--- src/rtl/uart_pkg.sv ---
// Shared constants, state encodings and divider helper for the DL11 serial port.
package uart_pkg;
   localparam int FRAME_BITS   = 10;
   localparam int OVERSAMPLE   = 16;
   localparam int SAMPLE_PHASE = 8;

   typedef enum logic [1:0] {TX_IDLE, TX_START, TX_DATA, TX_STOP} tx_state_t;
   typedef enum logic [1:0] {RX_IDLE, RX_START, RX_DATA, RX_STOP} rx_state_t;

   function automatic int div_round(input int num, input int den);
      return (num + den / 2) / den;
   endfunction
endpackage

--- src/rtl/uart_brg_tick.sv ---
// Free-running baud dividers: one-cycle tx_tick every TX_DIV clks, rx_tick every RX_DIV clks.
module uart_brg_tick #(
   parameter int TX_DIV = 64,
   parameter int RX_DIV = 4
)(
   input  logic clk,
   input  logic reset,
   output logic tx_tick,
   output logic rx_tick
);
   localparam int TXW = $clog2(TX_DIV + 1);
   localparam int RXW = $clog2(RX_DIV + 1);
   localparam logic [TXW-1:0] TX_LAST = TXW'(TX_DIV - 1);
   localparam logic [RXW-1:0] RX_LAST = RXW'(RX_DIV - 1);

   logic [TXW-1:0] r_tx_cnt;
   logic [RXW-1:0] r_rx_cnt;

   always_ff @(posedge clk) begin
      if (!reset) begin
         r_tx_cnt <= '0;
         r_rx_cnt <= '0;
      end else begin
         r_tx_cnt <= (r_tx_cnt == TX_LAST) ? '0 : r_tx_cnt + 1'b1;
         r_rx_cnt <= (r_rx_cnt == RX_LAST) ? '0 : r_rx_cnt + 1'b1;
      end
   end

   assign tx_tick = (r_tx_cnt == TX_LAST);
   assign rx_tick = (r_rx_cnt == RX_LAST);
endmodule

--- src/rtl/uart_brg.sv ---
// 8N1 transceiver with baud generator: serial side of the DL11 console port,
// 4-phase byte handshakes toward the register block.
module uart_brg
   import uart_pkg::*;
#(
   parameter int CLK_HZ = 50_000_000,
   parameter int BAUD   = 9600,
   parameter int TX_DIV = div_round(CLK_HZ, BAUD),
   parameter int RX_DIV = div_round(CLK_HZ, OVERSAMPLE * BAUD)
)(
   input  logic       clk,
   input  logic       reset,
   input  logic       ld_tx_req,
   output logic       ld_tx_ack,
   input  logic [7:0] tx_data,
   input  logic       tx_enable,
   output logic       tx_out,
   output logic       tx_empty,
   input  logic       uld_rx_req,
   output logic       uld_rx_ack,
   output logic [7:0] rx_data,
   input  logic       rx_enable,
   input  logic       rx_in,
   output logic       rx_empty
);
   localparam int         DATA_BITS = FRAME_BITS - 2;
   localparam logic [2:0] LAST_BIT  = 3'(DATA_BITS - 1);
   localparam logic [3:0] MID_PHASE = 4'(SAMPLE_PHASE - 1);

   logic w_tx_tick, w_rx_tick;

   uart_brg_tick #(.TX_DIV(TX_DIV), .RX_DIV(RX_DIV)) u_tick (
      .clk     (clk),
      .reset   (reset),
      .tx_tick (w_tx_tick),
      .rx_tick (w_rx_tick)
   );

   // ---------------- transmitter ----------------
   tx_state_t  r_tx_state, w_tx_next;
   logic [7:0] r_tx_shift;
   logic [2:0] r_tx_bit;
   logic       r_tx_empty, r_ld_ack;
   logic       w_ld;

   assign w_ld = ld_tx_req && !r_ld_ack && r_tx_empty;

   always_comb begin
      w_tx_next = r_tx_state;
      case (r_tx_state)
         TX_IDLE:  if (w_tx_tick && !r_tx_empty && tx_enable) w_tx_next = TX_START;
         TX_START: if (w_tx_tick) w_tx_next = TX_DATA;
         TX_DATA:  if (w_tx_tick && r_tx_bit == LAST_BIT) w_tx_next = TX_STOP;
         TX_STOP:  if (w_tx_tick) w_tx_next = TX_IDLE;
         default:  w_tx_next = TX_IDLE;
      endcase
   end

   always_ff @(posedge clk) begin
      if (!reset) r_tx_state <= TX_IDLE;
      else        r_tx_state <= w_tx_next;
   end

   always_ff @(posedge clk) begin
      if (!reset) begin
         r_ld_ack   <= 1'b0;
         r_tx_empty <= 1'b1;
         r_tx_bit   <= '0;
      end else begin
         if (w_ld) begin
            r_ld_ack   <= 1'b1;
            r_tx_empty <= 1'b0;
         end else if (!ld_tx_req) begin
            r_ld_ack <= 1'b0;
         end
         if (r_tx_state == TX_STOP && w_tx_tick) r_tx_empty <= 1'b1;
         if (r_tx_state == TX_START)                    r_tx_bit <= '0;
         else if (r_tx_state == TX_DATA && w_tx_tick)   r_tx_bit <= r_tx_bit + 1'b1;
      end
   end

   // The held byte doubles as the shift register; no reload can occur until the frame ends.
   always_ff @(posedge clk) begin
      if (w_ld)                                     r_tx_shift <= tx_data;
      else if (r_tx_state == TX_DATA && w_tx_tick)  r_tx_shift <= {1'b0, r_tx_shift[7:1]};
   end

   assign tx_out    = (r_tx_state == TX_START) ? 1'b0 :
                      (r_tx_state == TX_DATA)  ? r_tx_shift[0] : 1'b1;
   assign tx_empty  = r_tx_empty;
   assign ld_tx_ack = r_ld_ack;

   // ---------------- receiver ----------------
   rx_state_t  r_rx_state, w_rx_next;
   logic       r_rx_s1, r_rx_s2, r_rx_prev;
   logic [3:0] r_rx_phase;
   logic [2:0] r_rx_bit;
   logic [7:0] r_rx_shift, r_rx_data;
   logic       r_rx_empty, r_uld_ack;
   logic       w_rx_fall, w_rx_mid, w_rx_done;

   assign w_rx_fall = r_rx_prev && !r_rx_s2;
   assign w_rx_mid  = w_rx_tick && (r_rx_phase == MID_PHASE);
   assign w_rx_done = rx_enable && (r_rx_state == RX_STOP) && w_rx_mid && r_rx_s2;

   always_comb begin
      w_rx_next = r_rx_state;
      if (!rx_enable) begin
         w_rx_next = RX_IDLE;
      end else begin
         case (r_rx_state)
            RX_IDLE:  if (w_rx_fall) w_rx_next = RX_START;
            RX_START: if (w_rx_mid)  w_rx_next = r_rx_s2 ? RX_IDLE : RX_DATA;
            RX_DATA:  if (w_rx_mid && r_rx_bit == LAST_BIT) w_rx_next = RX_STOP;
            RX_STOP:  if (w_rx_mid)  w_rx_next = RX_IDLE;
            default:  w_rx_next = RX_IDLE;
         endcase
      end
   end

   always_ff @(posedge clk) begin
      if (!reset) r_rx_state <= RX_IDLE;
      else        r_rx_state <= w_rx_next;
   end

   always_ff @(posedge clk) begin
      if (!reset) begin
         r_rx_s1    <= 1'b1;
         r_rx_s2    <= 1'b1;
         r_rx_prev  <= 1'b1;
         r_rx_phase <= '0;
         r_rx_bit   <= '0;
         r_rx_data  <= '0;
         r_rx_empty <= 1'b1;
         r_uld_ack  <= 1'b0;
      end else begin
         r_rx_s1   <= rx_in;
         r_rx_s2   <= r_rx_s1;
         r_rx_prev <= r_rx_s2;
         // Phase stays cleared while idle so the mid-bit point is measured from the start edge.
         if (r_rx_state == RX_IDLE) r_rx_phase <= '0;
         else if (w_rx_tick)        r_rx_phase <= r_rx_phase + 1'b1;
         if (r_rx_state == RX_START)                  r_rx_bit <= '0;
         else if (r_rx_state == RX_DATA && w_rx_mid)  r_rx_bit <= r_rx_bit + 1'b1;
         if (w_rx_done) r_rx_data <= r_rx_shift;
         if (uld_rx_req && !r_uld_ack) r_uld_ack <= 1'b1;
         else if (!uld_rx_req)         r_uld_ack <= 1'b0;
         if (w_rx_done)                     r_rx_empty <= 1'b0;
         else if (uld_rx_req && !r_uld_ack) r_rx_empty <= 1'b1;
      end
   end

   always_ff @(posedge clk) begin
      if (r_rx_state == RX_DATA && w_rx_mid) r_rx_shift <= {r_rx_s2, r_rx_shift[7:1]};
   end

   assign rx_data    = r_rx_data;
   assign rx_empty   = r_rx_empty;
   assign uld_rx_ack = r_uld_ack;
endmodule

--- config.mk ---
export PLATFORM = sky130hd
export DESIGN_NAME = uart_brg
export DESIGN_NICKNAME = d
export VERILOG_FILES = /design/src/rtl/uart_pkg.sv /design/src/rtl/uart_brg_tick.sv /design/src/rtl/uart_brg.sv
export SDC_FILE = /design/constraint.sdc
export NUM_CORES = 1
export LEC_CHECK = 0
export ABC_AREA = 1
export ABC_CLOCK_PERIOD_IN_PS = 2000
export CAP_MARGIN = 20
export CORE_MARGIN = 4
export CORE_UTILIZATION = 32
export CTS_CLUSTER_SIZE = 40
export DETAILED_ROUTE_END_ITERATION = 12
export PLACE_DENSITY_LB_ADDON = 0.08
export SETUP_SLACK_MARGIN = 0.5
export SLEW_MARGIN = 30
export SYNTH_ARGS = -nofsm -noshare
export SYNTH_HDL_FRONTEND = slang
export SYNTH_HIERARCHICAL = 1
export SYNTH_SLANG_ARGS = --single-unit
--- constraint.sdc ---
create_clock -name clk -period 2 [get_ports clk]
set_input_delay 0.3 -clock clk [delete_from_list [all_inputs] [get_ports clk]]
set_output_delay 0.3 -clock clk [all_outputs]
set_load 0.05 [all_outputs]
==> flow_summary.ini <==
[placement]
dp_hpwl_mm = 3.88
io_buffers = 27
post-place-cells = 499
gp_congestion = 0.758

[critical_path]
cpMaxStageDelayCell = dfxtp_2
r2r-end = r_rx_shift[3]$_DFFE_PP_
cp_max_fo = 2
crit_chain = inv_2 > ha_4 > inv_4 > nor2_4 > nor2_4 > buf_12
cp.depth = 6
cp-start-kind = flop
crit_path_end = tx_out
cp.arrival_ns = 1.27
cp_common_cell = nor2_4
crit_path_max_incr_delay_ns = 0.36
r2r-start = u_tick/r_rx_cnt[1]$_SDFF_PP0_
r2r_cells = 10
crit_family = flip-flops
worst-r2r-setup-slack_ns = 0.50
crit_type = reg -> out
worstSetupEndpointType = output pin
cp-startpoint = r_tx_state[0]$_SDFFE_PN0P_
crit_buf_inv = 3
critical_path_required_ns = 1.70

[clock_tree]
insertion_delay_ns = 0.34
clockBufferDepth = 2
numCtsBuffers = 9
cts_sinks = 67
cts_tree = yes
cts.clk_slew.worst_paths_ns = 0.08
htree_levels = 3
root_buffer = clkbuf_8

[outcome]
status = completed

[synthesis]
ys_seq_area_share_pct = 50.2
synth_top_family_by_area = simple AND/OR/NAND/NOR gates
synth_area_um2 = 2990
synth_xor_area_share_pct = 3.22
synth_top_area_share_pct = 34.1
ys_seq_elements = 67
syn-num-nets = 388
synthTopCellsByArea = dfxtp_1 34%, edfxtp_1 16%, nand2_1 11%, ha_1 5.4%, inv_1 5.0%
synth-warning-count = 6
ys_types = 28
synth_compound_area_share_pct = 5.90
yosys.area_share.adder_pct = 5.44
ys.flop_type = dfxtp_1
yosys.area.top_type = dfxtp_1
netlist_instances = 360
synth-edff-count = 16
synth-async-reset-ratio_pct = 0
synth_simple_gate_area_share_pct = 28.4
syn_avg_cell_area_um2 = 8.31
synth_mux_area_share_pct = 0

[global_routing]
antenna_found_initial = 0
grt_pass1_vias = 2316
gr-usage-all-layers_pct = 11.4
overflow = 0
grt_max_degree = 14
grt_pass1_wl_mm = 10.2

[sta]
worstMarginPinSlew_ns = 0.435
setup-tns-final_ns = 0
fin_skew_ns = 0.0138
maxSlewViolCount = 0
period_needed_ns = 1.57
fmax_mhz = 639
relSlewSlack_pct = 70.9
rsz0062_at_grt = yes
hold_viol_final = 0
finalCritPeriodShare_pct = 78.3
setup_viol = 0

[detailed_routing]
dr.pass1.iters = 4
finalWirelength_mm = 5.89
vias = 2378
viasPerCell = 4.44
wl_per_cell_um = 11.0
final_antenna_net_count = 0
drc = 0
drt_iter0_drc = 68

[finish]
num_antenna_cells = 0
final_cells = 535
n_fill_cell = 930
syn_to_final_growth_pct = 34.5
drive_gt1_share_pct = 30.0
nets = 447
layout_commonest_cell = nand2_1
layout_common_cells = 82 x nand2_1, 44 x dfxtp_1, 34 x nor2_1

[power_and_ir_drop]
power_density_nw_per_um2 = 705
leakagePower_uw = 0.00163
irDropWorstVdd_v = 0.000310

[floorplan]
die_x_um = 105
initial_core_util_pct = 32.7
die_y_um = 105
core_um2 = 9150
rows = 35
die_area_um2 = 11000
boundaryPins = 28

[min_path]
min_path_type = reg -> reg
whs_path_depth = 1

[run]
cap_violations = 0
registers in the layout, indices dropped and copies added, names as in the netlist, 2 cells and up, named ones only:
signal and count:
r_rx_shift 8, r_tx_state 2, r_tx_bit 3, r_tx_shift 8
r_rx_bit 3, u_tick/r_rx_cnt 9, rx_data 8, r_rx_phase 4
u_tick/r_tx_cnt 13
kinds of logic after synthesis:
family,count (synthesis)
AOI/OAI and AO/OA,33
xor gates and xnor gates,11
adders and majority gates,13
buffers and inverters,48
DFF,67
and+or+nand+nor,188
worst min-delay path by stage:
stage,start,to,slack [ns]
final,r_rx_s1$_SDFF_PN1_,r_rx_s2$_SDFF_PN1_,0.42
after global routing,r_rx_s1$_SDFF_PN1_,r_rx_s2$_SDFF_PN1_,0.43
after CTS,r_rx_s1$_SDFF_PN1_,r_rx_s2$_SDFF_PN1_,0.42
after detailed placement,r_rx_s1$_SDFF_PN1_,r_rx_s2$_SDFF_PN1_,0.40
after global placement,r_rx_s1$_SDFF_PN1_,r_rx_s2$_SDFF_PN1_,0.40
after floorplan,reset,rx_empty$_SDFFE_PN1P_,0.37
metrics by stage:
step                      power, uW  cell area, um^2  setup WS (ns)  hold slack [ns]  utilization, %
final                          2840             4020          0.434            0.421            44.0
after global routing           2970             4020          0.379            0.432            44.0
after CTS                      2890             3880          0.426            0.425            42.4
after detailed placement       1640             3450          0.168            0.404            37.7
after global placement         1630             3450          0.214            0.395            37.7
after floorplan                1570             3030          0.456            0.369               -
where the power goes:
group | total [uW] | switching [uW] | internal (uW)
clock | 1220 | 560 | 660
sequential | 1440 | 22.4 | 1420
combinational | 174 | 96.8 | 76.9
cells in the mapped netlist, types with 7 or more instances:
cell type and count:
nand2_1 90, dfxtp_1 51, inv_1 40, nor2_1 38
nand3_1 24, a21oi_1 23, edfxtp_1 16, ha_1 13
nor2_2 12, nand4_1 7, o21ai_0 7, xor2_1 7
routing by layer:
layer	up-vias	share of wire [%]	track usage, %
met1	1065	48	14.2
met5	-	0	0
li1	1266	-	-
met4	0	1.8	5.25
met2	37	47	18.5
met3	10	3.3	2.84
area by class of cell:
cell class	count	area (um^2)	area share [%]
Timing Repair inverter	1	8.76	0.218
Inverter	45	194	4.82
Tap cell	111	139	3.45
Multi-Input combinational cell	246	1490	37.1
Timing Repair Buffer	49	453	11.3
Sequential cell	67	1520	37.7
Clock buffer	10	149	3.70
Clock inverter	6	70.1	1.74
timing repair:
| item | in CTS | in global routing |
|---|---|---|
| pin swaps | 9 | 23 |
| cloned | 1 | 1 |
| buffers inserted | 11 | 7 |
| hold buffers | 0 | 0 |
| setup endpoints to repair | 48 | 43 |
| gates resized for setup | 60 | 37 |
No activity file was read; power rests on OpenSTA's default activity.
